--- src/rtl/half_duplex_spi_pkg.sv ---
// Shared types and default sizing for the half-duplex SPI master.
package half_duplex_spi_pkg;

    localparam int DEF_DATA_WIDTH = 32;
    localparam int DEF_LEN_WIDTH  = 6;
    localparam int DEF_NUM_CS     = 4;
    localparam int DEF_DIV_WIDTH  = 8;

    typedef enum logic [2:0] {
        ST_IDLE,
        ST_SETUP,
        ST_SHIFT,
        ST_HOLD,
        ST_GAP
    } spi_state_t;

    // A single chip select still needs a one-bit select port.
    function automatic int cs_width(input int n);
        return (n > 1) ? $clog2(n) : 1;
    endfunction

endpackage

--- src/rtl/spi_halfperiod_timer.sv ---
// Half-period tick generator: ticks on the last cycle of every clk_div+1 cycle window.
module spi_halfperiod_timer
    import half_duplex_spi_pkg::*;
#(
    parameter int DIV_WIDTH = DEF_DIV_WIDTH
) (
    input  logic                 fabric_clk,
    input  logic                 reset,
    input  logic                 load,
    input  logic                 run,
    input  logic [DIV_WIDTH-1:0] div,
    output logic                 tick
);

    logic [DIV_WIDTH-1:0] div_reg;
    logic [DIV_WIDTH-1:0] cnt_reg;

    // Down-counter reloads from the latched divider, so all-ones never wraps.
    always_ff @(posedge fabric_clk or posedge reset) begin
        if (reset) begin
            div_reg <= '0;
            cnt_reg <= '0;
        end else if (load) begin
            div_reg <= div;
            cnt_reg <= div;
        end else if (run) begin
            if (cnt_reg == '0) begin
                cnt_reg <= div_reg;
            end else begin
                cnt_reg <= cnt_reg - 1'b1;
            end
        end
    end

    assign tick = run && (cnt_reg == '0);

endmodule

--- src/rtl/half_duplex_spi_master.sv ---
// Half-duplex 3-wire SPI master: per-bit direction mask, MSB-first, left-aligned data.
module half_duplex_spi_master
    import half_duplex_spi_pkg::*;
#(
    parameter int DATA_WIDTH = DEF_DATA_WIDTH,
    parameter int LEN_WIDTH  = DEF_LEN_WIDTH,
    parameter int NUM_CS     = DEF_NUM_CS,
    parameter int DIV_WIDTH  = DEF_DIV_WIDTH
) (
    input  logic                          fabric_clk,
    input  logic                          reset,
    input  logic                          start,
    input  logic [LEN_WIDTH-1:0]          tx_len,
    input  logic [DATA_WIDTH-1:0]         tx_data,
    input  logic [DATA_WIDTH-1:0]         tx_rw_mask,
    input  logic [cs_width(NUM_CS)-1:0]   cs_sel,
    input  logic [DIV_WIDTH-1:0]          clk_div,
    input  logic                          cpol,
    input  logic                          cpha,
    output logic                          busy,
    output logic                          done,
    output logic                          error,
    output logic [DATA_WIDTH-1:0]         rx_data,
    output logic                          sclk,
    output logic [NUM_CS-1:0]             cs_n,
    output logic                          sdio_o,
    output logic                          sdio_oe,
    input  logic                          sdio_i
);

    localparam int CS_W = cs_width(NUM_CS);
    localparam logic [LEN_WIDTH:0]    MAX_LEN    = (LEN_WIDTH + 1)'(DATA_WIDTH);
    localparam logic [DATA_WIDTH-1:0] MSB_ONEHOT = {1'b1, {(DATA_WIDTH-1){1'b0}}};

    spi_state_t              state_reg;
    logic                    busy_reg;
    logic                    done_reg;
    logic                    error_reg;
    logic [DATA_WIDTH-1:0]   rx_data_reg;
    logic                    sclk_reg;
    logic [NUM_CS-1:0]       cs_n_reg;
    logic                    sdio_o_reg;
    logic                    sdio_oe_reg;

    logic [LEN_WIDTH-1:0]    len_reg;
    logic [DATA_WIDTH-1:0]   mask_reg;
    logic [DATA_WIDTH-1:0]   data_sh_reg;
    logic [DATA_WIDTH-1:0]   mask_sh_reg;
    logic [DATA_WIDTH-1:0]   rx_acc_reg;
    logic [DATA_WIDTH-1:0]   rx_ptr_reg;
    logic [LEN_WIDTH:0]      edge_cnt_reg;
    logic                    cpha_reg;

    logic [NUM_CS-1:0]       cs_onehot;
    logic                    len_bad;
    logic                    accept;
    logic                    hp_tick;
    logic [LEN_WIDTH:0]      len2;
    logic [LEN_WIDTH:0]      len2_m1;
    logic                    edge_now;
    logic                    edge_sample;
    logic                    edge_drive;

    genvar gi;
    generate
        for (gi = 0; gi < NUM_CS; gi++) begin : g_cs_dec
            assign cs_onehot[gi] = (cs_sel == CS_W'(gi));
        end
    endgenerate

    assign len_bad = (tx_len == '0) || ({1'b0, tx_len} > MAX_LEN);
    assign accept  = start && (state_reg == ST_IDLE) && !len_bad;

    spi_halfperiod_timer #(
        .DIV_WIDTH (DIV_WIDTH)
    ) u_timer (
        .fabric_clk (fabric_clk),
        .reset      (reset),
        .load       (accept),
        .run        (state_reg != ST_IDLE),
        .div        (clk_div),
        .tick       (hp_tick)
    );

    // SCLK edge k opens SHIFT half-period k; even k is the leading edge of bit k/2.
    always_comb begin
        len2        = {len_reg, 1'b0};
        len2_m1     = len2 - 1'b1;
        edge_now    = hp_tick && ((state_reg == ST_SETUP) ||
                      ((state_reg == ST_SHIFT) && (edge_cnt_reg != len2)));
        edge_sample = edge_now && (edge_cnt_reg[0] == cpha_reg);
        edge_drive  = edge_now && (edge_cnt_reg[0] != cpha_reg) &&
                      (cpha_reg || (edge_cnt_reg != len2_m1));
    end

    always_ff @(posedge fabric_clk or posedge reset) begin
        if (reset) begin
            state_reg    <= ST_IDLE;
            busy_reg     <= 1'b0;
            done_reg     <= 1'b0;
            error_reg    <= 1'b0;
            rx_data_reg  <= '0;
            sclk_reg     <= 1'b0;
            cs_n_reg     <= '1;
            sdio_o_reg   <= 1'b0;
            sdio_oe_reg  <= 1'b0;
            len_reg      <= '0;
            mask_reg     <= '0;
            data_sh_reg  <= '0;
            mask_sh_reg  <= '0;
            rx_acc_reg   <= '0;
            rx_ptr_reg   <= '0;
            edge_cnt_reg <= '0;
            cpha_reg     <= 1'b0;
        end else begin
            done_reg  <= 1'b0;
            error_reg <= 1'b0;
            unique case (state_reg)
                ST_IDLE: begin
                    if (start) begin
                        if (len_bad) begin
                            error_reg <= 1'b1;
                        end else begin
                            state_reg    <= ST_SETUP;
                            busy_reg     <= 1'b1;
                            len_reg      <= tx_len;
                            mask_reg     <= tx_rw_mask;
                            cpha_reg     <= cpha;
                            sclk_reg     <= cpol;
                            cs_n_reg     <= ~cs_onehot;
                            edge_cnt_reg <= '0;
                            rx_acc_reg   <= '0;
                            rx_ptr_reg   <= MSB_ONEHOT;
                            // Mode cpha=0 must have bit 0 on the wire before the first edge.
                            if (!cpha) begin
                                sdio_oe_reg <= tx_rw_mask[DATA_WIDTH-1];
                                sdio_o_reg  <= tx_data[DATA_WIDTH-1] & tx_rw_mask[DATA_WIDTH-1];
                                data_sh_reg <= tx_data << 1;
                                mask_sh_reg <= tx_rw_mask << 1;
                            end else begin
                                sdio_oe_reg <= 1'b0;
                                sdio_o_reg  <= 1'b0;
                                data_sh_reg <= tx_data;
                                mask_sh_reg <= tx_rw_mask;
                            end
                        end
                    end
                end
                ST_SETUP: begin
                    if (hp_tick) begin
                        state_reg <= ST_SHIFT;
                    end
                end
                ST_SHIFT: begin
                    if (hp_tick && (edge_cnt_reg == len2)) begin
                        state_reg <= ST_HOLD;
                    end
                end
                ST_HOLD: begin
                    if (hp_tick) begin
                        state_reg   <= ST_GAP;
                        cs_n_reg    <= '1;
                        sdio_oe_reg <= 1'b0;
                        sdio_o_reg  <= 1'b0;
                    end
                end
                ST_GAP: begin
                    if (hp_tick) begin
                        state_reg   <= ST_IDLE;
                        busy_reg    <= 1'b0;
                        done_reg    <= 1'b1;
                        rx_data_reg <= rx_acc_reg;
                    end
                end
                default: state_reg <= ST_IDLE;
            endcase

            if (edge_now) begin
                sclk_reg     <= ~sclk_reg;
                edge_cnt_reg <= edge_cnt_reg + 1'b1;
                // Only read positions may pick up the pad; write positions stay 0.
                if (edge_sample) begin
                    rx_acc_reg <= rx_acc_reg | (rx_ptr_reg & ~mask_reg & {DATA_WIDTH{sdio_i}});
                    rx_ptr_reg <= rx_ptr_reg >> 1;
                end
                if (edge_drive) begin
                    sdio_oe_reg <= mask_sh_reg[DATA_WIDTH-1];
                    sdio_o_reg  <= data_sh_reg[DATA_WIDTH-1] & mask_sh_reg[DATA_WIDTH-1];
                    data_sh_reg <= data_sh_reg << 1;
                    mask_sh_reg <= mask_sh_reg << 1;
                end
            end
        end
    end

    assign busy    = busy_reg;
    assign done    = done_reg;
    assign error   = error_reg;
    assign rx_data = rx_data_reg;
    assign sclk    = sclk_reg;
    assign cs_n    = cs_n_reg;
    assign sdio_o  = sdio_o_reg;
    assign sdio_oe = sdio_oe_reg;

endmodule

--- config.mk ---
export PLATFORM = sky130hd
export DESIGN_NAME = half_duplex_spi_master
export DESIGN_NICKNAME = d
export VERILOG_FILES = /design/src/rtl/half_duplex_spi_pkg.sv /design/src/rtl/spi_halfperiod_timer.sv /design/src/rtl/half_duplex_spi_master.sv
export SDC_FILE = /design/constraint.sdc
export NUM_CORES = 1
export LEC_CHECK = 0
export ABC_AREA = 1
export CAP_MARGIN = 20
export CORE_MARGIN = 2
export CORE_UTILIZATION = 23
export CTS_CLUSTER_SIZE = 25
export DETAILED_ROUTE_END_ITERATION = 16
export HOLD_SLACK_MARGIN = 0.03
export MAX_ROUTING_LAYER = met4
export PLACE_DENSITY = 0.38
export RECOVER_POWER = 25
export SLEW_MARGIN = 20
export SYNTH_ARGS = -nofsm -noshare
export SYNTH_HDL_FRONTEND = slang
export SYNTH_SLANG_ARGS = --single-unit
--- constraint.sdc ---
create_clock -name fabric_clk -period 14.8 [get_ports fabric_clk]
set_clock_uncertainty 0.15 [all_clocks]
set_input_delay 3.7 -clock fabric_clk [delete_from_list [all_inputs] [get_ports fabric_clk]]
set_output_delay 3.7 -clock fabric_clk [all_outputs]
set_load 0.1 [all_outputs]
==> impl_metrics.env <==
export IMPL_tns_ns=0
export IMPL_p_leak_nw=7.46
export IMPL_cts_tree="built"
export IMPL_cp_endpoint="rx_acc_reg[16]"
export IMPL_clock_sinks=235
export IMPL_fill_cells=5625
export IMPL_cp_max_fo=122
export IMPL_peakVddDrop_mv=0.0882
export IMPL_root_buffer="clkbuf_16"
export IMPL_gp_congestion=0.734
export IMPL_timing_final_crit_share_pct=55.3
export IMPL_synth_top_area_share_pct=48.2
export IMPL_synth_distinct_cells=44
export IMPL_cts_inserted_buffers=29
export IMPL_r2r_start="u_timer.cnt_reg[0]"
export IMPL_first_pass_iters=5
export IMPL_rows=83
export IMPL_io_buffers=127
export IMPL_setup_violations_final=0
export IMPL_grt_max_degree=123
export IMPL_postCtsSetupBuffers=0
export IMPL_hold_slack_ns=0.317
export IMPL_status="complete, but fails checks"
export IMPL_hpwlAfterDp_um=20800
export IMPL_die_area_sq_um=54000
export IMPL_cp_required_ns=15.22
export IMPL_violations="max-capacitance violations, max-slew violations"
export IMPL_r2r_end="rx_data[17]"
export IMPL_crit_type="input port to asynchronous set/reset pin"
export IMPL_hp_class="flip-flop to flip-flop"
export IMPL_tightestPinTransition_ns=5.84
export IMPL_yosysSeqAreaShare_pct=49.0
export IMPL_finalCriticalPeriod_ns=8.18
export IMPL_die_h_um=232
export IMPL_drt_total_wl_um=32400
export IMPL_synth_largest_area_cell="dfrtp_1"
export IMPL_endpoint_kind="asynchronous set/reset pin"
export IMPL_cap_violations=2
export IMPL_drt_iter0_markers=553
export IMPL_grt_pass1_vias=9741
export IMPL_synth_seq_cells=235
export IMPL_wl_per_cell_um=13.6
export IMPL_grtUsageTotal_pct=12.6
export IMPL_finalHoldViolCount=0
export IMPL_clock_path_buffers=3
export IMPL_slew_violations=158
export IMPL_async_flop_share_pct=100
export IMPL_p_per_area_nw_per_um2=161
export IMPL_relSlewSlack_pct=-291
export IMPL_overflow=0
export IMPL_synth_top_cells_by_area="dfrtp_1 48%, nand2_1 22%, inv_1 4.3%, o21ai_0 4.2%, nand2_2 2.8%"
export IMPL_synth_edf_count=0
export IMPL_rsz0062_at_grt="false"
export IMPL_crit_start="reset"
export IMPL_fin_nets=1764
export IMPL_ios=128
export IMPL_drive_gt1_share_pct=10.3
export IMPL_yosysWarningCount=0
export IMPL_h_tree_depth=1
export IMPL_syn2layout_area_growth_pct=23.0
export IMPL_startpoint_type="input port"
export IMPL_ff2ff_setup_slack_ns=10.63
export IMPL_core_sq_um=51400
export IMPL_max_freq_ghz=0.122
export IMPL_clk_latency_ns=0.56
export IMPL_via_per_inst=4.09
export IMPL_cts_hold_repair_buffers=0
export IMPL_postRouteAntennaNets=0
export IMPL_start_util_pct=23.4
export IMPL_post_cts_resize_count=0
export IMPL_via_count=9739
export IMPL_path_clk_slew_ns=0.06
export IMPL_reg2reg_depth=10
export IMPL_final_util_pct=28.7
export IMPL_synthCells=1581
export IMPL_syn_nets=1671
export IMPL_drc_errors=0
export IMPL_synth_area_per_cell_sq_um=7.59
export IMPL_ys_flop_type="dfrtp_1"
export IMPL_die_x_um=232
export IMPL_critical_path_arrival_ns=8.60
export IMPL_antenna_found_initial=2
export IMPL_syn_cell_area_sq_um=12000
export IMPL_grt_pass1_wl_um=53700
[through the flow]
step / area (sq um) / instances / worst slack, ns / power (mW)
2_1_floorplan: 12000 / 1581 / 4.51 / 1.48
3_3_place_gp: 13700 / 2321 / 7.71 / 1.65
3_5_place_dp: 13700 / 2321 / 7.71 / 1.66
4_1_cts: 14700 / 2375 / 8.31 / 2.42
5_1_grt: 14800 / 2379 / 5.58 / 2.57
6_report: 14800 / 2380 / 6.62 / 2.38
[synth_stat cells, types with 3 or more instances]
cell type  number
inv_2          12
nor2_4          3
o211ai_1        3
buf_2          30
inv_1         136
dfstp_2         4
nand3_1        25
nand2_1       693
nand4_1         4
ha_1            4
buf_6           6
nor2_1         69
o21ai_0       101
a21oi_1        38
buf_1           5
xor2_1          5
nand2_2        53
nor3_1          4
a22oi_1         4
nand2_4         3
clkbuf_1       26
nor2_2          6
buf_4           4
buf_12          6
o21ai_2        24
o21ai_1        31
dfrtp_1       231
a21o_1         29
[routing by layer]
metal	routed length [um]	GRT usage [%]	part of all wire (%)	vias up
met4	500	2.91	1.5	0
met3	1340	2.12	4.2	32
met2	14100	19.2	43	125
li1	-	-	-	5084
met5	0	-	0	-
met1	16500	17.3	51	4498
[cells by family (layout without fill, tap and decap cells)]
group                    after synthesis  after routing  share of synthesized area, %
AO/OA/AOI/OAI                        240            240                          11.7
flip-flops                           235            235                          49.0
XOR/XNOR                               5              5                         0.365
other                                  0              3                             0
adder cells (fa/ha/maj)                4              4                         0.417
buffers and inverters                228            344                          8.78
AND/OR/NAND/NOR                      869            869                          29.7
[placed cells by master, fill, tap and decap left out, types with 5 or more instances in the layout]
cell and instances:
clkbuf_16 29, inv_2 11, dfrtp_1 231, o21ai_1 31, nand2_2 52, o21ai_2 24
clkinv_2 10, clkbuf_8 7, inv_1 136, clkbuf_1 5, a21o_1 29, nor2_1 70
nand2_1 694, a21oi_1 38, nand3_1 25, buf_4 9, nor2_2 6, clkdlybuf4s50_1 124
o21ai_0 101, xor2_1 5
[power breakdown]
part | internal [mW] | switching, mW | total (mW)
Clock | 0.446 | 0.292 | 0.738
Combinational | 0.246 | 0.441 | 0.686
Sequential | 0.828 | 0.127 | 0.956
Total | 1.52 | 0.860 | 2.38
[worst min path at each step]
stage                          from              end  slack (ns)  depth (start not counted)
floorplan           data_sh_reg[30]  data_sh_reg[31]        0.30                          2
global placement        rx_data[23]      rx_data[23]        0.31                          2
detailed placement      rx_data[14]      rx_data[14]        0.31                          2
CTS                     rx_data[14]      rx_data[14]        0.32                          2
global route             rx_data[5]       rx_data[5]        0.35                          2
finish                  rx_data[27]      rx_data[27]        0.32                          2
[cell type report]
class	count	area [sq um]	share of cell area, %
Inverter	151	571	3.86
Tap cell	680	851	5.76
Timing Repair Buffer	139	1390	9.42
Sequential cell	235	5890	39.9
Clock inverter	14	155	1.05
Multi-Input combinational cell	1118	5070	34.3
Antenna cell	3	7.51	0.0508
Clock buffer	40	837	5.67
[critical path: stages]
cell	delay [ns]
dlygate4sd3_1	0.54
clkinvlp_2	3.19
buf_4	1.07
Power figures use the tool's default switching activity.
